[config.mk]
export PLATFORM = sky130hd
export DESIGN_NAME = comparator_3b
export DESIGN_NICKNAME = d
export VERILOG_FILES = /design/src/rtl/comparator_3b.sv
export SDC_FILE = /design/constraint.sdc
export NUM_CORES = 1
export LEC_CHECK = 0
export ABC_CLOCK_PERIOD_IN_PS = 1700
export CORE_AREA = 3 3 40 42
export CTS_CLUSTER_DIAMETER = 80
export CTS_CLUSTER_SIZE = 20
export DETAILED_ROUTE_END_ITERATION = 10
export DIE_AREA = 0 0 43 45
export PLACE_DENSITY = 0.46
export SETUP_SLACK_MARGIN = 0.3
export SYNTH_ARGS = -nofsm -noshare
export SYNTH_HDL_FRONTEND = slang
export SYNTH_SLANG_ARGS = --single-unit
[constraint.sdc]
create_clock -name clk -period 1.7 [get_ports clk]
set_input_delay 0.34 -clock clk [delete_from_list [all_inputs] [get_ports clk]]
set_output_delay 0.34 -clock clk [all_outputs]
set_load 0.01 [all_outputs]
[src/rtl/comparator_3b.sv]
// -----------------------------------------------------------------------------
// comparator_3b
//   Registered magnitude comparator for two WIDTH-bit operands. Each accepted
//   transaction produces three one-hot flags (equal, A_greater, B_greater).
//   The flags are qualified by out_valid one cycle after the operands.
//   Each transaction selects unsigned or two's-complement comparison.
//
//   Optional build feature, enabled by defining COMPARATOR_3B_STATS_EN:
//   saturating per-result statistics counters, with a synchronous clear.
//
// Parameters
//   WIDTH  operand width, 1..32 (default 3)
//   CNT_W  statistics counter width (default 8); used only with the feature
//
// Ports
//   clk          rising-edge clock
//   rst          synchronous, active-high reset; takes priority over in_valid
//   in_valid     operands valid this cycle
//   A, B         operands
//   signed_mode  0 = unsigned compare, 1 = two's-complement compare
//   out_valid    flags were updated by the last edge
//   equal        A == B
//   A_greater    A > B
//   B_greater    B > A
//   clr_stats    (feature) synchronous clear of the counters; beats in_valid
//   eq_count     (feature) number of equal results, saturating
//   agt_count    (feature) number of A_greater results, saturating
//   bgt_count    (feature) number of B_greater results, saturating
//
// Handshake: there is no ready signal. Every cycle with in_valid=1 and rst=0
// is accepted. It yields exactly one out_valid=1 cycle on the following cycle.
// When out_valid=0, the flags hold the last result.
// -----------------------------------------------------------------------------
module comparator_3b #(
   parameter int WIDTH = 3,
   parameter int CNT_W = 8
) (
   input  logic             clk,
   input  logic             rst,
   input  logic             in_valid,
   input  logic [WIDTH-1:0] A,
   input  logic [WIDTH-1:0] B,
   input  logic             signed_mode,
`ifdef COMPARATOR_3B_STATS_EN
   input  logic             clr_stats,
   output logic [CNT_W-1:0] eq_count,
   output logic [CNT_W-1:0] agt_count,
   output logic [CNT_W-1:0] bgt_count,
`endif
   output logic             out_valid,
   output logic             equal,
   output logic             A_greater,
   output logic             B_greater
);

   // Elaboration-time guard on the legal parameter ranges.
   if (WIDTH < 1 || WIDTH > 32 || CNT_W < 1) begin : g_bad_param
      $error("comparator_3b: WIDTH must be 1..32 and CNT_W >= 1");
   end

   logic [WIDTH-1:0] a_key;
   logic [WIDTH-1:0] b_key;
   logic             eq_c;
   logic             agt_c;
   logic             bgt_c;

   // Inverting the sign bit maps two's-complement order onto unsigned order:
   // the most negative value becomes 0 and the most positive becomes all ones.
   // One unsigned comparator then serves both modes.
   always_comb begin
      a_key = A;
      b_key = B;
      a_key[WIDTH-1] = A[WIDTH-1] ^ signed_mode;
      b_key[WIDTH-1] = B[WIDTH-1] ^ signed_mode;
      eq_c  = (A == B);
      agt_c = (a_key > b_key);
      bgt_c = (b_key > a_key);
   end

   always_ff @(posedge clk) begin
      if (rst) begin
         out_valid <= 1'b0;
         equal     <= 1'b0;
         A_greater <= 1'b0;
         B_greater <= 1'b0;
      end else begin
         out_valid <= in_valid;
         if (in_valid) begin
            equal     <= eq_c;
            A_greater <= agt_c;
            B_greater <= bgt_c;
         end
      end
   end

`ifdef COMPARATOR_3B_STATS_EN
   localparam logic [CNT_W-1:0] CNT_ONE = 1;
   localparam logic [CNT_W-1:0] CNT_MAX = '1;

   // Counters move on the same edge as the flags. The counts therefore always
   // include the result now visible on the flags.
   always_ff @(posedge clk) begin
      if (rst || clr_stats) begin
         eq_count  <= '0;
         agt_count <= '0;
         bgt_count <= '0;
      end else if (in_valid) begin
         if (eq_c && eq_count != CNT_MAX)   eq_count  <= eq_count + CNT_ONE;
         if (agt_c && agt_count != CNT_MAX) agt_count <= agt_count + CNT_ONE;
         if (bgt_c && bgt_count != CNT_MAX) bgt_count <= bgt_count + CNT_ONE;
      end
   end
`endif

endmodule

==> flow_metrics.env, run 1 <==
export IMPL_cp_cell_sequence="clkdlybuf4s50_1, ha_2, nand2b_4, a221oi_2, a21oi_2, a21o_1"
export IMPL_crit_buf_inv=1
export IMPL_io_pin_count=14
export IMPL_min_to="B_greater"
export IMPL_p_int_uw=231
export IMPL_crit_path_top_delay_cell="clkdlybuf4s50_1"
export IMPL_area_delta_synth_final_pct=76.5
export IMPL_die_area_mm2=0.00194
export IMPL_cts_root_buffer="clkbuf_4"
export IMPL_synth_xor_area_frac=0.0343
export IMPL_synth_distinct_cells=18
export IMPL_power_total_uw=303
export IMPL_tritoncts="built"
export IMPL_setup_viol=0
export IMPL_skew_ps=0
export IMPL_h_tree_depth=1
export IMPL_p_leak_nw=0.213
export IMPL_grt_antenna_before_repair=0
export IMPL_crit_family="compound AO/OA/AOI/OAI gates"
export IMPL_drc=0
export IMPL_finalWeightedCongestion=0.590
export IMPL_start_kind="primary input"
export IMPL_synth_main_ff_cell="dfxtp_1"
export IMPL_track_usage=0.0600
export IMPL_synth_edff_count=0
export IMPL_drive_above_1_share=0.310
export IMPL_synth_top_area_share=0.314
export IMPL_r2r_end="A_greater"
export IMPL_crit_required_ps=1820
export IMPL_crit_fanout=2
export IMPL_row_count=13
export IMPL_period_share=0.818
export IMPL_grt_setup_unrepaired="true"
export IMPL_numCtsBuffers=3
export IMPL_peakVddDrop_mv=0.230
export IMPL_synth_fa_ha_area_frac=0.0980
export IMPL_hp_class="reg -> reg"
export IMPL_die_w_um=43
export IMPL_p_per_area_mw_per_mm2=673
export IMPL_fin_nets=56
export IMPL_synth_simple_area_share=0.235
export IMPL_grt_ovfl_total=0
export IMPL_fillers=136
export IMPL_synthMuxAreaShare=0.0392
export IMPL_holdWs_ps=484
export IMPL_final_antenna_net_count=0
export IMPL_grt_max_degree=6
export IMPL_worstReg2RegStart="A_greater"
export IMPL_core_area_mm2=0.00128
export IMPL_wl_per_cell_um=9.04
export IMPL_cap_violations=0
export IMPL_synth_compound_area_share=0.221
export IMPL_cts_sinks=4
export IMPL_ctsHoldBuffers=0
export IMPL_clkLatencyLatePin_ps=230
export IMPL_dp_hpwl_um=452
export IMPL_synth_avg_cell_area_um2=10.2
export IMPL_regArea_um2=80.1
export IMPL_fin_crit_ps=1390
export IMPL_start_util=0.199
export IMPL_final_common_cell="dlygate4sd2_1"
export IMPL_finalWirelength_um=515
export IMPL_hold_depth=2
export IMPL_vias=234
export IMPL_clk_pin_slew_ps=40
export IMPL_async_flop_share=0
export IMPL_syn_area_um2=255
export IMPL_p_sw_frac=0.237
export IMPL_synth_warnings=0
export IMPL_dr_pass1_iters=3
export IMPL_path_class="in -> reg"
export IMPL_tns_ps=0
export IMPL_post_route_util=0.351
export IMPL_slew_headroom=0.858
export IMPL_post_cts_buffers=0
export IMPL_cp_slowest_stage_delay_ps=400
export IMPL_worst_pin_slew_ps=213
export IMPL_cp_arrival_ps=1520
export IMPL_fmax_mhz=719
export IMPL_via_per_inst=4.11
export IMPL_synth_area_leaders="dfxtp_1, ha_1, o32ai_2"
export IMPL_switching_power_uw=71.9
export IMPL_io_buffers=13
export IMPL_layout_common_cells="dlygate4sd2_1, clkdlybuf4s50_1, dfxtp_1, clkbuf_4"
export IMPL_rrSetupSlack_ps=1030
export IMPL_grt_pass1_vias=216
export IMPL_comb_power_share=0.284
export IMPL_grt_pass1_wl_um=814
export IMPL_hold_viol_final=0
export IMPL_sequentialPowerShare=0.337
export IMPL_status="finished clean"
export IMPL_syn_inst=25
export IMPL_synth_top_family_by_area="simple AND/OR/NAND/NOR gates"
export IMPL_die_h_um=45
export IMPL_final_max_slew_viol_count=0
export IMPL_synth_seq_area_share=0.314
export IMPL_multi_input_area_um2=183
export IMPL_cts_buffer_depth=2
export IMPL_holdCritStartpoint="B_greater"
export IMPL_drtIter0Drc=3
export IMPL_p_clk_frac=0.379
export IMPL_yosys_register_bits=4
export IMPL_yosys_area_top_type="dfxtp_1"
export IMPL_syn_nets=37
export IMPL_endpoint_kind="flip-flop"
export IMPL_r2r_cells=2
export IMPL_n_antenna_cell=0
[cell type report]
class / instances / area share
inverter: 4 / 0.0333
timing repair buffer: 14 / 0.292
multi-input combinational: 17 / 0.406
tap: 15 / 0.0417
sequential: 4 / 0.178
clock buffer: 3 / 0.0500
[kinds of logic (layout without fill, tap and decap cells)]
logic type	after synthesis	after routing
simple gates	8	8
compound gates	5	5
flops	4	4
buf+inv	4	21
fa+ha+maj	2	2
xor+xnor	1	1
mux	1	1
[registers in the layout (all words and copies together), names as in the netlist]
name and cells:
B_greater 1, A_greater 1, equal 1, out_valid 1
[power by group through the flow]
stage | Sequential [mW] | Combinational [mW] | Clock (mW)
2_1_floorplan | 0.107 | 0.0359 | 0
3_3_place_gp | 0.104 | 0.0832 | 0
3_5_place_dp | 0.104 | 0.0851 | 0
4_1_cts | 0.102 | 0.0880 | 0.122
5_1_grt | 0.103 | 0.0945 | 0.124
6_report | 0.102 | 0.0860 | 0.115
[synthesized netlist by cell type (2+ instances only)]
cell type	count
nor2_1	2
inv_1	3
dfxtp_1	4
ha_1	2
[worst max-delay path by stage]
stage / start / endpoint / slack, ps / depth (start not counted)
final: A[0] / A_greater / 310 / 6
after detailed placement: A[1] / A_greater / -120 / 7
after global placement: A[1] / A_greater / -100 / 7
after floorplan: A[1] / A_greater / 420 / 6
after CTS: A[0] / A_greater / 280 / 6
after global routing: A[0] / A_greater / 280 / 6
[layer usage]
metal | routed length [um] | vias to the layer above | part of all wire | track usage
met2 | 237 | 14 | 0.46 | 0.0958
met4 | 0 | 0 | 0 | 0.0723
li1 | - | 121 | - | -
met5 | 0 | - | 0 | 0
met1 | 221 | 99 | 0.43 | 0.0627
met3 | 57 | 0 | 0.11 | 0.00797
[worst register-to-register path, cell delays in order, from the launching register on]
cell and delay [ps]:
dfxtp_1 290, nor3b_1 130, a21o_1 150
[repair_timing]
action | 4_1_cts | 5_1_grt
endpoints found under the setup margin | 7 | 2
gates resized for setup | 11 | 1
pin swaps | 3 | 2
[metrics by stage]
stage,instance area [um2],instances,worst slack [ps]
3_3_place_gp,412,54,-95.6
3_5_place_dp,412,54,-118
6_report,450,57,309
4_1_cts,448,57,282
5_1_grt,450,57,283
2_1_floorplan,255,25,419
Note: power is estimated with default switching activity, not from simulation.
==> run 2: changes to the inputs <==
--- a/config.mk
+++ b/config.mk
@@ -5,7 +5,7 @@
 export SDC_FILE = /design/constraint.sdc
 export NUM_CORES = 1
 export LEC_CHECK = 0
-export ABC_CLOCK_PERIOD_IN_PS = 1700
+export ABC_CLOCK_PERIOD_IN_PS = 1430
 export CORE_AREA = 3 3 40 42
 export CTS_CLUSTER_DIAMETER = 80
 export CTS_CLUSTER_SIZE = 20
==> constraint.sdc (replaced) <==
create_clock -name clk -period 1.43 [get_ports clk]
set_input_delay 0.286 -clock clk [delete_from_list [all_inputs] [get_ports clk]]
set_output_delay 0.286 -clock clk [all_outputs]
set_load 0.01 [all_outputs]
==> flow_metrics.env, run 2 (same netlist as run 1, synthesis figures left out) <==
export IMPL_clkLatencyLatePin_ps=230
export IMPL_tritoncts="built"
export IMPL_setup_viol=0
export IMPL_grt_antenna_before_repair=0
export IMPL_start_kind="primary input"
export IMPL_grt_pass1_vias=287
export IMPL_drtIter0Drc=0
export IMPL_hp_class="reg -> reg"
export IMPL_io_buffers=13
export IMPL_fillers=137
export IMPL_fin_crit_ps=1140
export IMPL_track_usage=0.0824
export IMPL_rrSetupSlack_ps=750
export IMPL_dr_pass1_iters=1
export IMPL_row_count=13
export IMPL_drive_above_1_share=0.512
export IMPL_die_area_mm2=0.00194
export IMPL_final_antenna_net_count=0
export IMPL_p_leak_nw=0.223
export IMPL_finalWirelength_um=662
export IMPL_post_cts_buffers=0
export IMPL_final_max_slew_viol_count=0
export IMPL_crit_required_ps=1550
export IMPL_grt_max_degree=6
export IMPL_crit_buf_inv=2
export IMPL_vias=250
export IMPL_skew_ps=0
export IMPL_core_area_mm2=0.00128
export IMPL_cp_arrival_ps=1260
export IMPL_grt_pass1_wl_mm=1.13
export IMPL_status="finished clean"
export IMPL_post_route_util=0.372
export IMPL_grt_setup_unrepaired="true"
export IMPL_hold_viol_final=0
export IMPL_peakVddDrop_mv=0.222
export IMPL_cts_sinks=4
export IMPL_clk_pin_slew_ps=30
export IMPL_placed_cells=55
export IMPL_slew_headroom=0.851
export IMPL_fin_cells=58
export IMPL_path_class="in -> reg"
export IMPL_crit_family="compound AO/OA/AOI/OAI gates"
export IMPL_final_area_um2=478
export IMPL_dpl_cell_area_um2=447
export IMPL_fmax_mhz=879
export IMPL_p_per_area_mw_per_mm2=778
export IMPL_final_common_cell="dfxtp_1"
export IMPL_area_delta_synth_final_pct=87.3
export IMPL_n_antenna_cell=0
export IMPL_layout_common_cells="dfxtp_1, clkbuf_4, clkdlybuf4s15_1, clkbuf_2, dlygate4sd2_1"
export IMPL_cap_violations=0
export IMPL_finalWeightedCongestion=0.692
export IMPL_grt_ovfl_total=0
export IMPL_holdWs_ps=488
export IMPL_crit_fanout=2
export IMPL_cp_cell_sequence="buf_2, inv_8, ha_4, nand2b_4, a221oi_4, a21oi_2, a21o_1"
export IMPL_wl_per_cell_um=11.4
export IMPL_via_per_inst=4.31
export IMPL_numCtsBuffers=3
export IMPL_crit_path_top_delay_cell="ha_4"
export IMPL_start_util=0.199
export IMPL_cp_slowest_stage_delay_ps=270
export IMPL_drc=0
export IMPL_fin_nets=57
export IMPL_period_share=0.795
export IMPL_cts_buffer_depth=2
export IMPL_die_w_um=43
export IMPL_die_h_um=45
export IMPL_cts_root_buffer="clkbuf_4"
export IMPL_endpoint_kind="flip-flop"
export IMPL_h_tree_depth=1
export IMPL_worst_pin_slew_ps=224
export IMPL_io_pin_count=14
run 2: changes by cell type in the layout (fill, tap and decap cells not counted), sizes merged:
cell	change
clkdlybuf4s15	+3
buf	+2
dlygate4sd2	-4
clkdlybuf4s50	-3
clkbuf	+3
run 2: metal layers:
metal  vias up  global-route usage  wire [um]
met1       115              0.0747        204
met5         -                   0          0
met2        13               0.144        381
met3         0              0.0319         77
li1        122                   -          -
met4         0              0.0723          0
run 2: what timing repair did:
item | in CTS | in global routing
gates resized for setup | 15 | 14
pin swaps | 6 | 4
hold buffers | 0 | 0
endpoints found under the setup margin | 7 | 4
run 2: through the flow:
stage | setup WS, ps | total power [mW] | setup TNS [ps]
floorplan | 260 | 0.180 | 0
global placement | -382 | 0.236 | -823
detailed placement | -390 | 0.239 | -867
CTS | 191 | 0.375 | 0
global route | 260 | 0.400 | 0
finish | 293 | 0.372 | 0
run 2: cell type report:
cell class                      count  area [um2]  share of cell area
Tap cell                           15        18.8              0.0393
Multi-Input combinational cell     17         209               0.437
Inverter                            4        23.8              0.0497
Sequential cell                     4        80.1               0.168
Clock buffer                        3        22.5              0.0471
Timing Repair Buffer               15         124               0.259
run 2: power by group:
part           switching [mW]  internal (mW)  total, mW
Clock                  0.0417         0.0936      0.135
Sequential            0.00250          0.119      0.122
Combinational          0.0499         0.0648      0.115
run 2: worst paths after layout:
check                               start        end  depth (start not counted)
worst min register to register  B_greater  B_greater                          2
worst min-delay path            B_greater  B_greater                          2
worst max register to register  B_greater  B_greater                          2
worst max-delay path                 A[1]  A_greater                          7
run 2: worst reg2reg max path, stage by stage (launching register included):
cell	delay [ps]
dfxtp_1	310
inv_1	50
o32ai_2	230
==> run 3: changes to the inputs <==
--- a/config.mk
+++ b/config.mk
@@ -5,7 +5,7 @@
 export SDC_FILE = /design/constraint.sdc
 export NUM_CORES = 1
 export LEC_CHECK = 0
-export ABC_CLOCK_PERIOD_IN_PS = 1430
+export ABC_CLOCK_PERIOD_IN_PS = 1100
 export CORE_AREA = 3 3 40 42
 export CTS_CLUSTER_DIAMETER = 80
 export CTS_CLUSTER_SIZE = 20
==> constraint.sdc (replaced) <==
create_clock -name clk -period 1.1 [get_ports clk]
set_input_delay 0.22 -clock clk [delete_from_list [all_inputs] [get_ports clk]]
set_output_delay 0.22 -clock clk [all_outputs]
set_load 0.01 [all_outputs]
==> flow_metrics.env, run 3 (same netlist as run 1, synthesis figures left out) <==
export IMPL_drc=0
export IMPL_vias=258
export IMPL_peakVddDrop_mv=0.272
export IMPL_path_class="in -> reg"
export IMPL_cp_arrival_ps=1150
export IMPL_row_count=13
export IMPL_area_delta_synth_final_pct=96.6
export IMPL_cts_buffer_depth=2
export IMPL_placed_cells=58
export IMPL_core_area_mm2=0.00128
export IMPL_r2r_cells=2
export IMPL_die_area_mm2=0.00194
export IMPL_numCtsBuffers=3
export IMPL_hp_class="in -> reg"
export IMPL_dr_pass1_iters=2
export IMPL_ctsHoldBuffers=0
export IMPL_hold_depth=3
export IMPL_p_per_area_mw_per_mm2=999
export IMPL_skew_ps=0
export IMPL_clkLatencyLatePin_ps=230
export IMPL_grt_setup_unrepaired="true"
export IMPL_final_max_slew_viol_count=0
export IMPL_final_antenna_net_count=0
export IMPL_n_antenna_cell=0
export IMPL_dp_hpwl_um=516
export IMPL_fin_nets=60
export IMPL_crit_required_ps=1220
export IMPL_worstReg2RegStart="B_greater"
export IMPL_clk_pin_slew_ps=40
export IMPL_grt_pass1_vias=269
export IMPL_slew_headroom=0.862
export IMPL_final_area_um2=502
export IMPL_finalWeightedCongestion=0.713
export IMPL_hold_viol_final=0
export IMPL_die_w_um=43
export IMPL_drive_above_1_share=0.696
export IMPL_fin_cells=61
export IMPL_worst_slack_ps=69.9
export IMPL_setup_viol=0
export IMPL_endpoint_kind="flip-flop"
export IMPL_io_buffers=13
export IMPL_r2r_end="B_greater"
export IMPL_cts_sinks=4
export IMPL_rrSetupSlack_ps=400
export IMPL_grt_antenna_before_repair=0
export IMPL_start_kind="primary input"
export IMPL_dpl_cell_area_um2=469
export IMPL_start_util=0.199
export IMPL_layout_common_cells="buf_2, buf_4, clkbuf_4, buf_6, dlygate4sd2_1"
export IMPL_holdCritStartpoint="rst"
export IMPL_period_share=0.936
export IMPL_grt_ovfl_total=0
export IMPL_grt_pass1_wl_mm=1.05
export IMPL_finalWirelength_um=634
export IMPL_power_total_uw=501
export IMPL_cts_root_buffer="clkbuf_4"
export IMPL_worst_pin_slew_ps=206
export IMPL_min_to="equal"
export IMPL_cap_violations=0
export IMPL_crit_fanout=2
export IMPL_tritoncts="built"
export IMPL_status="finished clean"
export IMPL_grt_max_degree=6
export IMPL_die_h_um=45
export IMPL_pre_cts_ws_ps=-664
export IMPL_post_route_util=0.390
export IMPL_drtIter0Drc=2
export IMPL_fin_crit_ps=1030
export IMPL_fmax_mhz=971
export IMPL_wl_per_cell_um=10.4
export IMPL_p_leak_nw=0.230
export IMPL_track_usage=0.0749
export IMPL_via_per_inst=4.23
export IMPL_io_pin_count=14
export IMPL_h_tree_depth=1
-- run 3: cell count changes in the layout (fill, tap and decap cells not counted), sizes merged --
cell / before / now
buf: 3 / 14
clkbuf: 6 / 3
clkdlybuf4s15: 3 / 1
clkdlybuf4s50: 2 / 0
dlymetal6s2s: 1 / 0
-- run 3: area by class of cell --
type | instances | area [um2]
clock buffer | 3 | 22.5
fill | 137 | 783
inverter | 4 | 23.8
multi-input combinational | 17 | 205
sequential | 4 | 82.6
tap | 15 | 18.8
timing repair buffer | 18 | 149
-- run 3: worst max-delay path, cell delays in order --
cell,delay [ps]
buf_8,80
inv_8,30
ha_4,260
nand2b_4,60
a2bb2oi_1,220
a21oi_2,100
a21o_1,180
-- run 3: timing repair --
| action | in CTS | in global routing |
|---|---|---|
| pin swaps | 6 | 1 |
| setup buffers | 0 | 0 |
| resized for setup | 53 | 1 |
| setup endpoints to repair | 8 | 7 |
-- run 3: worst max-delay path by stage --
stage               from         to  slack, ps  cells after the start
floorplan           A[1]  A_greater         -3                      6
global placement    A[1]  A_greater       -640                      7
detailed placement  A[1]  A_greater       -660                      7
CTS                 A[1]  A_greater         80                      7
global route        A[1]  A_greater         50                      7
finish              A[1]  A_greater         70                      7
-- run 3: layer usage --
metal	track usage	share of wire	vias to the layer above
met1	0.0675	0.38	114
met4	0.0542	0.011	0
met3	0.0319	0.11	2
li1	-	-	130
met5	0	0	-
met2	0.135	0.50	12
-- run 3: power breakdown --
group	leakage (nW)	switching [mW]	internal (mW)	total (mW)
clock	0.0138	0.0614	0.122	0.184
combinational	0.182	0.0641	0.0932	0.157
sequential	0.0338	0.00435	0.156	0.160
total	0.230	0.130	0.371	0.501
-- run 3: through the flow --
stage | hold WS (ps) | TNS [ps]
floorplan | 292 | -3.24
global placement | 474 | -1570
detailed placement | 488 | -1640
CTS | 383 | 0
global route | 405 | 0
finish | 389 | 0
